[src/rtl/alu_pkg.sv]
// Shared ALU opcodes and sequencer state encoding.
// Imported by the ALU and by every block that drives it.
package alu_pkg;

   localparam logic [4:0] A_NOP = 5'h00;
   localparam logic [4:0] A_ADD = 5'h01;
   localparam logic [4:0] A_SUB = 5'h02;
   localparam logic [4:0] A_AND = 5'h03;
   localparam logic [4:0] A_OR  = 5'h04;
   localparam logic [4:0] A_XOR = 5'h05;
   localparam logic [4:0] A_NOR = 5'h06;

   typedef enum logic [1:0] {
      S_IDLE = 2'd0,
      S_RUN  = 2'd1,
      S_DONE = 2'd2
   } seq_state_e;

endpackage

[src/rtl/alu_seq_driver.sv]
// Generalised Fibonacci sequencer driving an external combinational ALU.
// Optional ALU_SEQ_OVF_EN: adds ovf port and aborts RUN on signed overflow.
module alu_seq_driver
   import alu_pkg::*;
#(
   parameter int DATA_W = 32,
   parameter int CNT_W  = 8
) (
   input  logic              clk,
   input  logic              rst_n,
   input  logic              start,
   input  logic [DATA_W-1:0] f0,
   input  logic [DATA_W-1:0] f1,
   input  logic [CNT_W-1:0]  n,
   output logic              busy,
   output logic              done,
   output logic [DATA_W-1:0] result,
   output logic [DATA_W-1:0] alu_a,
   output logic [DATA_W-1:0] alu_b,
   output logic [4:0]        alu_op,
`ifdef ALU_SEQ_OVF_EN
   output logic              ovf,
`endif
   input  logic [DATA_W-1:0] alu_out
);

   seq_state_e        state_q, state_d;
   logic [DATA_W-1:0] prev_q, prev_d;
   logic [DATA_W-1:0] cur_q, cur_d;
   logic [DATA_W-1:0] result_q, result_d;
   logic [CNT_W-1:0]  cnt_q, cnt_d;
   logic [CNT_W-1:0]  target_q, target_d;
   logic [CNT_W:0]    cnt_inc;

   // One extra bit so n at its maximum cannot wrap before the compare.
   assign cnt_inc = {1'b0, cnt_q} + {{CNT_W{1'b0}}, 1'b1};

`ifdef ALU_SEQ_OVF_EN
   logic ovf_q, ovf_d;
   logic ovf_det;

   assign ovf_det = (prev_q[DATA_W-1] == cur_q[DATA_W-1]) &&
                    (alu_out[DATA_W-1] != prev_q[DATA_W-1]);
   assign ovf     = ovf_q;
`endif

   always_ff @(posedge clk) begin
      if (!rst_n) begin
         state_q  <= S_IDLE;
         prev_q   <= '0;
         cur_q    <= '0;
         result_q <= '0;
         cnt_q    <= '0;
         target_q <= '0;
`ifdef ALU_SEQ_OVF_EN
         ovf_q    <= 1'b0;
`endif
      end else begin
         state_q  <= state_d;
         prev_q   <= prev_d;
         cur_q    <= cur_d;
         result_q <= result_d;
         cnt_q    <= cnt_d;
         target_q <= target_d;
`ifdef ALU_SEQ_OVF_EN
         ovf_q    <= ovf_d;
`endif
      end
   end

   always_comb begin
      state_d  = state_q;
      prev_d   = prev_q;
      cur_d    = cur_q;
      result_d = result_q;
      cnt_d    = cnt_q;
      target_d = target_q;
`ifdef ALU_SEQ_OVF_EN
      ovf_d    = ovf_q;
`endif
      unique case (state_q)
         S_IDLE: begin
            if (start) begin
               prev_d   = f0;
               cur_d    = f1;
               cnt_d    = CNT_W'(1);
               target_d = n;
`ifdef ALU_SEQ_OVF_EN
               ovf_d    = 1'b0;
`endif
               if (n == '0) begin
                  state_d  = S_DONE;
                  result_d = f0;
               end else if (n == CNT_W'(1)) begin
                  state_d  = S_DONE;
                  result_d = f1;
               end else begin
                  state_d  = S_RUN;
               end
            end
         end
         S_RUN: begin
            prev_d = cur_q;
            cur_d  = alu_out;
            cnt_d  = cnt_inc[CNT_W-1:0];
            if (cnt_inc == {1'b0, target_q}) begin
               state_d  = S_DONE;
               result_d = alu_out;
            end
`ifdef ALU_SEQ_OVF_EN
            if (ovf_det) begin
               ovf_d    = 1'b1;
               state_d  = S_DONE;
               result_d = alu_out;
            end
`endif
         end
         S_DONE: state_d = S_IDLE;
         default: state_d = S_IDLE;
      endcase
   end

   always_comb begin
      busy   = (state_q != S_IDLE);
      done   = (state_q == S_DONE);
      result = result_q;
      alu_a  = '0;
      alu_b  = '0;
      alu_op = A_NOP;
      if (state_q == S_RUN) begin
         alu_a  = prev_q;
         alu_b  = cur_q;
         alu_op = A_ADD;
      end
   end

endmodule
[config.mk]
export PLATFORM = sky130hd
export DESIGN_NAME = alu_seq_driver
export DESIGN_NICKNAME = d
export VERILOG_FILES = /design/src/rtl/alu_pkg.sv /design/src/rtl/alu_seq_driver.sv
export SDC_FILE = /design/constraint.sdc
export NUM_CORES = 1
export LEC_CHECK = 0
export CAP_MARGIN = 25
export CORE_ASPECT_RATIO = 0.9
export CORE_MARGIN = 3
export CORE_UTILIZATION = 47
export CTS_BUF_LIST = sky130_fd_sc_hd__clkbuf_4 sky130_fd_sc_hd__clkbuf_8
export DETAILED_ROUTE_END_ITERATION = 16
export PLACE_DENSITY = 0.83
export SLEW_MARGIN = 20
export SYNTH_ARGS = -nofsm -noshare
export SYNTH_HDL_FRONTEND = slang
export SYNTH_SLANG_ARGS = --single-unit
[constraint.sdc]
create_clock -name clk -period 3.2 [get_ports clk]
set_clock_uncertainty 0.05 [all_clocks]
set_input_delay 0.64 -clock clk [delete_from_list [all_inputs] [get_ports clk]]
set_output_delay 0.64 -clock clk [all_outputs]
set_load 0.02 [all_outputs]
==> summary.md <==
| Metric | Value |
|---|---|
| Status | completed |
| Ys async rst share | 0% |
| Cts hold-fix bufs | 0 |
| Worst hold-check path type | reg2reg |
| Antenna diodes | 0 |
| Synth warnings | 0 |
| Largest family of logic cells by synthesized area | simple AND/OR/NAND/NOR gates |
| H-tree levels | 4 |
| Comb pwr share | 23.2% |
| Post-DP HPWL | 12500 µm |
| Core area | 12100 µm² |
| Compound-Gate Fraction of Synth Area | 20.5% |
| Met2 routed wirelength | 8880 µm |
| Max Cap Viol | 0 |
| Drt wl/cell | 17.3 µm |
| Unrepaired setup endpoints after global routing | false |
| Layout cell share with drive strength beyond 1 | 6.69% |
| Post-CTS resize count | 0 |
| First-pass GRT wire length | 29700 µm |
| P_int | 2720 µW |
| Fin nets | 993 |
| Post-Place Cell Area | 8010 µm² |
| CTS root buf | clkbuf_8 |
| Vias in the first global route | 6000 |
| Number of synthesized flops with an enable pin | 0 |
| RD Place Congestion | 0.883 |
| Clock Power Share | 35.5% |
| Starting density of the core | 48.5% |
| Initial drt markers | 431 |
| Routed wl met3 | 1660 µm |
| Worst EP arrival | 2.35 ns |
| Worst vdd ir | 310 µV |
| Crit path kind | reg2out |
| Port Buffers | 205 |
| Total Routed Length | 18300 µm |
| Simple-gate share of the synthesized area | 22.6% |
| Crit start category | flip-flop |
| Die span in y | 112 µm |
| Mux share of post-synthesis cell area | 11.1% |
| Top-level I/O count | 210 |
| Antenna Violating Nets Remaining | 0 |
| Critical Path RT | 2.51 ns |
| Psw | 1140 µW |
| Design Area, Final | 8430 µm² |
| PwrDens | 457 nW/µm² |
| Cell variety after synth | 48 |
| Slew Viols, Final | 0 |
| Synth Area in XOR/XNOR | 1.49% |
| Static Leak | 0.00337 µW |
| Max Fclk | 329 MHz |
| GRT Total Usage | 26.4% |
| Minimum clock period | 3.04 ns |
| DR vias/cell | 5.63 |
| Largest net degree at the start of global routing | 77 |
| Max FO, Critical Path | 47 |
| Non-Filler Instances | 1057 |
| Relative slew slack | 40.7% |
| CTS buffer count | 17 |
| Final setup TNS | 0 ns |
| Clk slew on worst S/H paths | 0.06 ns |
| Setup Buffers After CTS | 0 |
| Synth Area in Adders | 0.213% |
| Tcrit/Tclk final | 94.9% |
| R2R cell count | 7 |
| Number of cell rows | 38 |
| Die ar. | 13900 µm² |
| Via Count | 5955 |
| CTS tree | done |
| Final hold viol count | 0 |
| Main synth FF type | dfxtp_1 |
| Sequential element share of the synthesized area | 38.8% |
| Max layer used | met4 |
| Sequential Power Share | 41.3% |
| Net Sw Frac | 29.6% |
| Syn Area/Cell | 8.29 µm² |
| Post-Syn Area | 5880 µm² |
| Seq cells post-synth | 114 |
| Pre-Repair DR Iteration Count | 6 |
| Clk_lat worst skew | 0.43 ns |
| Slew @ Worst Pin | 0.890 ns |
| Die width | 124 µm |
| Clock sink count | 114 |
| Gate Count Post-Synth | 709 |
| DRC viols | 0 |
| P&R area growth vs syn | 43.5% |
| Metal1 wirelength | 7440 µm |
| Setup Viol. Count Final | 0 |
| Initial antenna violation count | 0 |
| Maximum clock insertion buffer count | 2 |
| Cells after DPL | 1025 |
| CP Capture Type | output port |
| Worst hold path depth | 2 |
| Fillers | 903 |
| Total grt overflow | 0 |
==> worst max-delay path: stages, from the launching register on <==
cell and delay (ns):
dfxtp_1 0.37, nand2b_4 0.19, inv_2 0.09, buf_4 0.37, and2_1 0.25, clkdlybuf4s50_1 0.64
==> per-stage QoR <==
| step | hold slack (ns) | setup slack [ns] | power, µW | utilization, % |
|---|---|---|---|---|
| final | 0.409 | 0.162 | 3860 | 69.6 |
| after global routing | 0.437 | 0.0446 | 4020 | 69.6 |
| after CTS | 0.413 | 0.136 | 3870 | 69.3 |
| after detailed placement | 0.404 | 0.00195 | 2500 | 66.0 |
| after global placement | 0.394 | 0.0782 | 2480 | 66.0 |
| after floorplan | 0.398 | 0.946 | 2120 | - |
==> final timing paths <==
| check | slack (ns) | startpoint | endpoint |
|---|---|---|---|
| hold reg to reg | 0.41 | result[29]$_SDFFE_PN0P_ | result[29]$_SDFFE_PN0P_ |
| setup reg to reg | 0.61 | cnt_q[0]$_SDFFE_PN0P_ | result[19]$_SDFFE_PN0P_ |
| hold / removal | 0.41 | result[29]$_SDFFE_PN0P_ | result[29]$_SDFFE_PN0P_ |
| setup / recovery | 0.16 | state_q[1]$_SDFFE_PN0P_ | alu_b[5] |
==> area by class of cell <==
class | instances | area [µm²] | share of cell area, %
Clock buffer | 22 | 297 | 3.52
Inverter | 4 | 15.0 | 0.178
Multi-Input combinational cell | 528 | 3330 | 39.5
Sequential cell | 114 | 2280 | 27.1
Clock inverter | 9 | 105 | 1.25
Tap cell | 160 | 200 | 2.37
Timing Repair Buffer | 220 | 2200 | 26.1
==> cells in the final DEF, fill, tap and decap left out, types with 32 or more instances in the layout <==
| cell | synthesis | routed |
|---|---|---|
| nor2_1 | 74 | 73 |
| clkdlybuf4s50_1 | 0 | 204 |
| a21o_1 | 32 | 32 |
| a221oi_1 | 32 | 32 |
| and2_1 | 67 | 66 |
| mux2i_1 | 64 | 64 |
| dfxtp_1 | 114 | 114 |
| o21ai_0 | 34 | 34 |
| a311oi_1 | 33 | 33 |
| nand2_1 | 121 | 121 |
==> registers in the layout (all words and copies together), names as in the netlist <==
| name | count |
|---|---|
| cnt_q | 8 |
| cur_q | 32 |
| prev_q | 32 |
| result | 32 |
| state_q | 2 |
| target_q | 8 |
==> synthesized netlist by cell type, types with 2 or more instances <==
cell type    n  area [µm²]
a211oi_1     2        15.0
a21o_1      32         240
a21oi_1     15        75.1
a221oi_1    32         280
a311oi_1    33         289
a31oi_1      4        25.0
and2_1      67         419
and4_1       2        17.5
buf_1        4        15.0
buf_2        4        20.0
buf_4        4        30.0
buf_6        3        33.8
clkbuf_1    51         191
dfxtp_1    114        2280
inv_1        3        11.3
mux2i_1     64         641
nand2_1    121         454
nand2b_1     2        12.5
nand3_1      3        15.0
nand4_1      3        18.8
nor2_1      74         278
nor2b_1      2        12.5
nor3_1       2        10.0
o21a_1       2        15.0
o21ai_0     34         170
or2_2        2        12.5
xnor2_1      7        61.3
xor2_1       3        26.3
==> kinds of logic (layout without fill, tap and decap cells) <==
kind of cell    after synthesis  in the layout
simple gates                287            287
compound gates              161            161
flops                       114            114
buf+inv                      70            255
mux                          65             65
xor+xnor                     10             10
fa+ha+maj                     1              1
other cells                   1              4
==> power groups by stage <==
stage,Sequential [µW],Clock (µW),Combinational (µW)
detailed placement,1620,0,883
global placement,1610,0,861
floorplan,1620,0,498
finish,1590,1370,896
CTS,1590,1390,890
global route,1600,1450,975
==> layer usage <==
metal | up-vias | track usage (%)
met4 | 0 | 8.12
met2 | 277 | 44.0
li1 | 2832 | -
met5 | - | 0
met1 | 2817 | 33.0
met3 | 29 | 7.46
(Power assumes the default switching activity.)
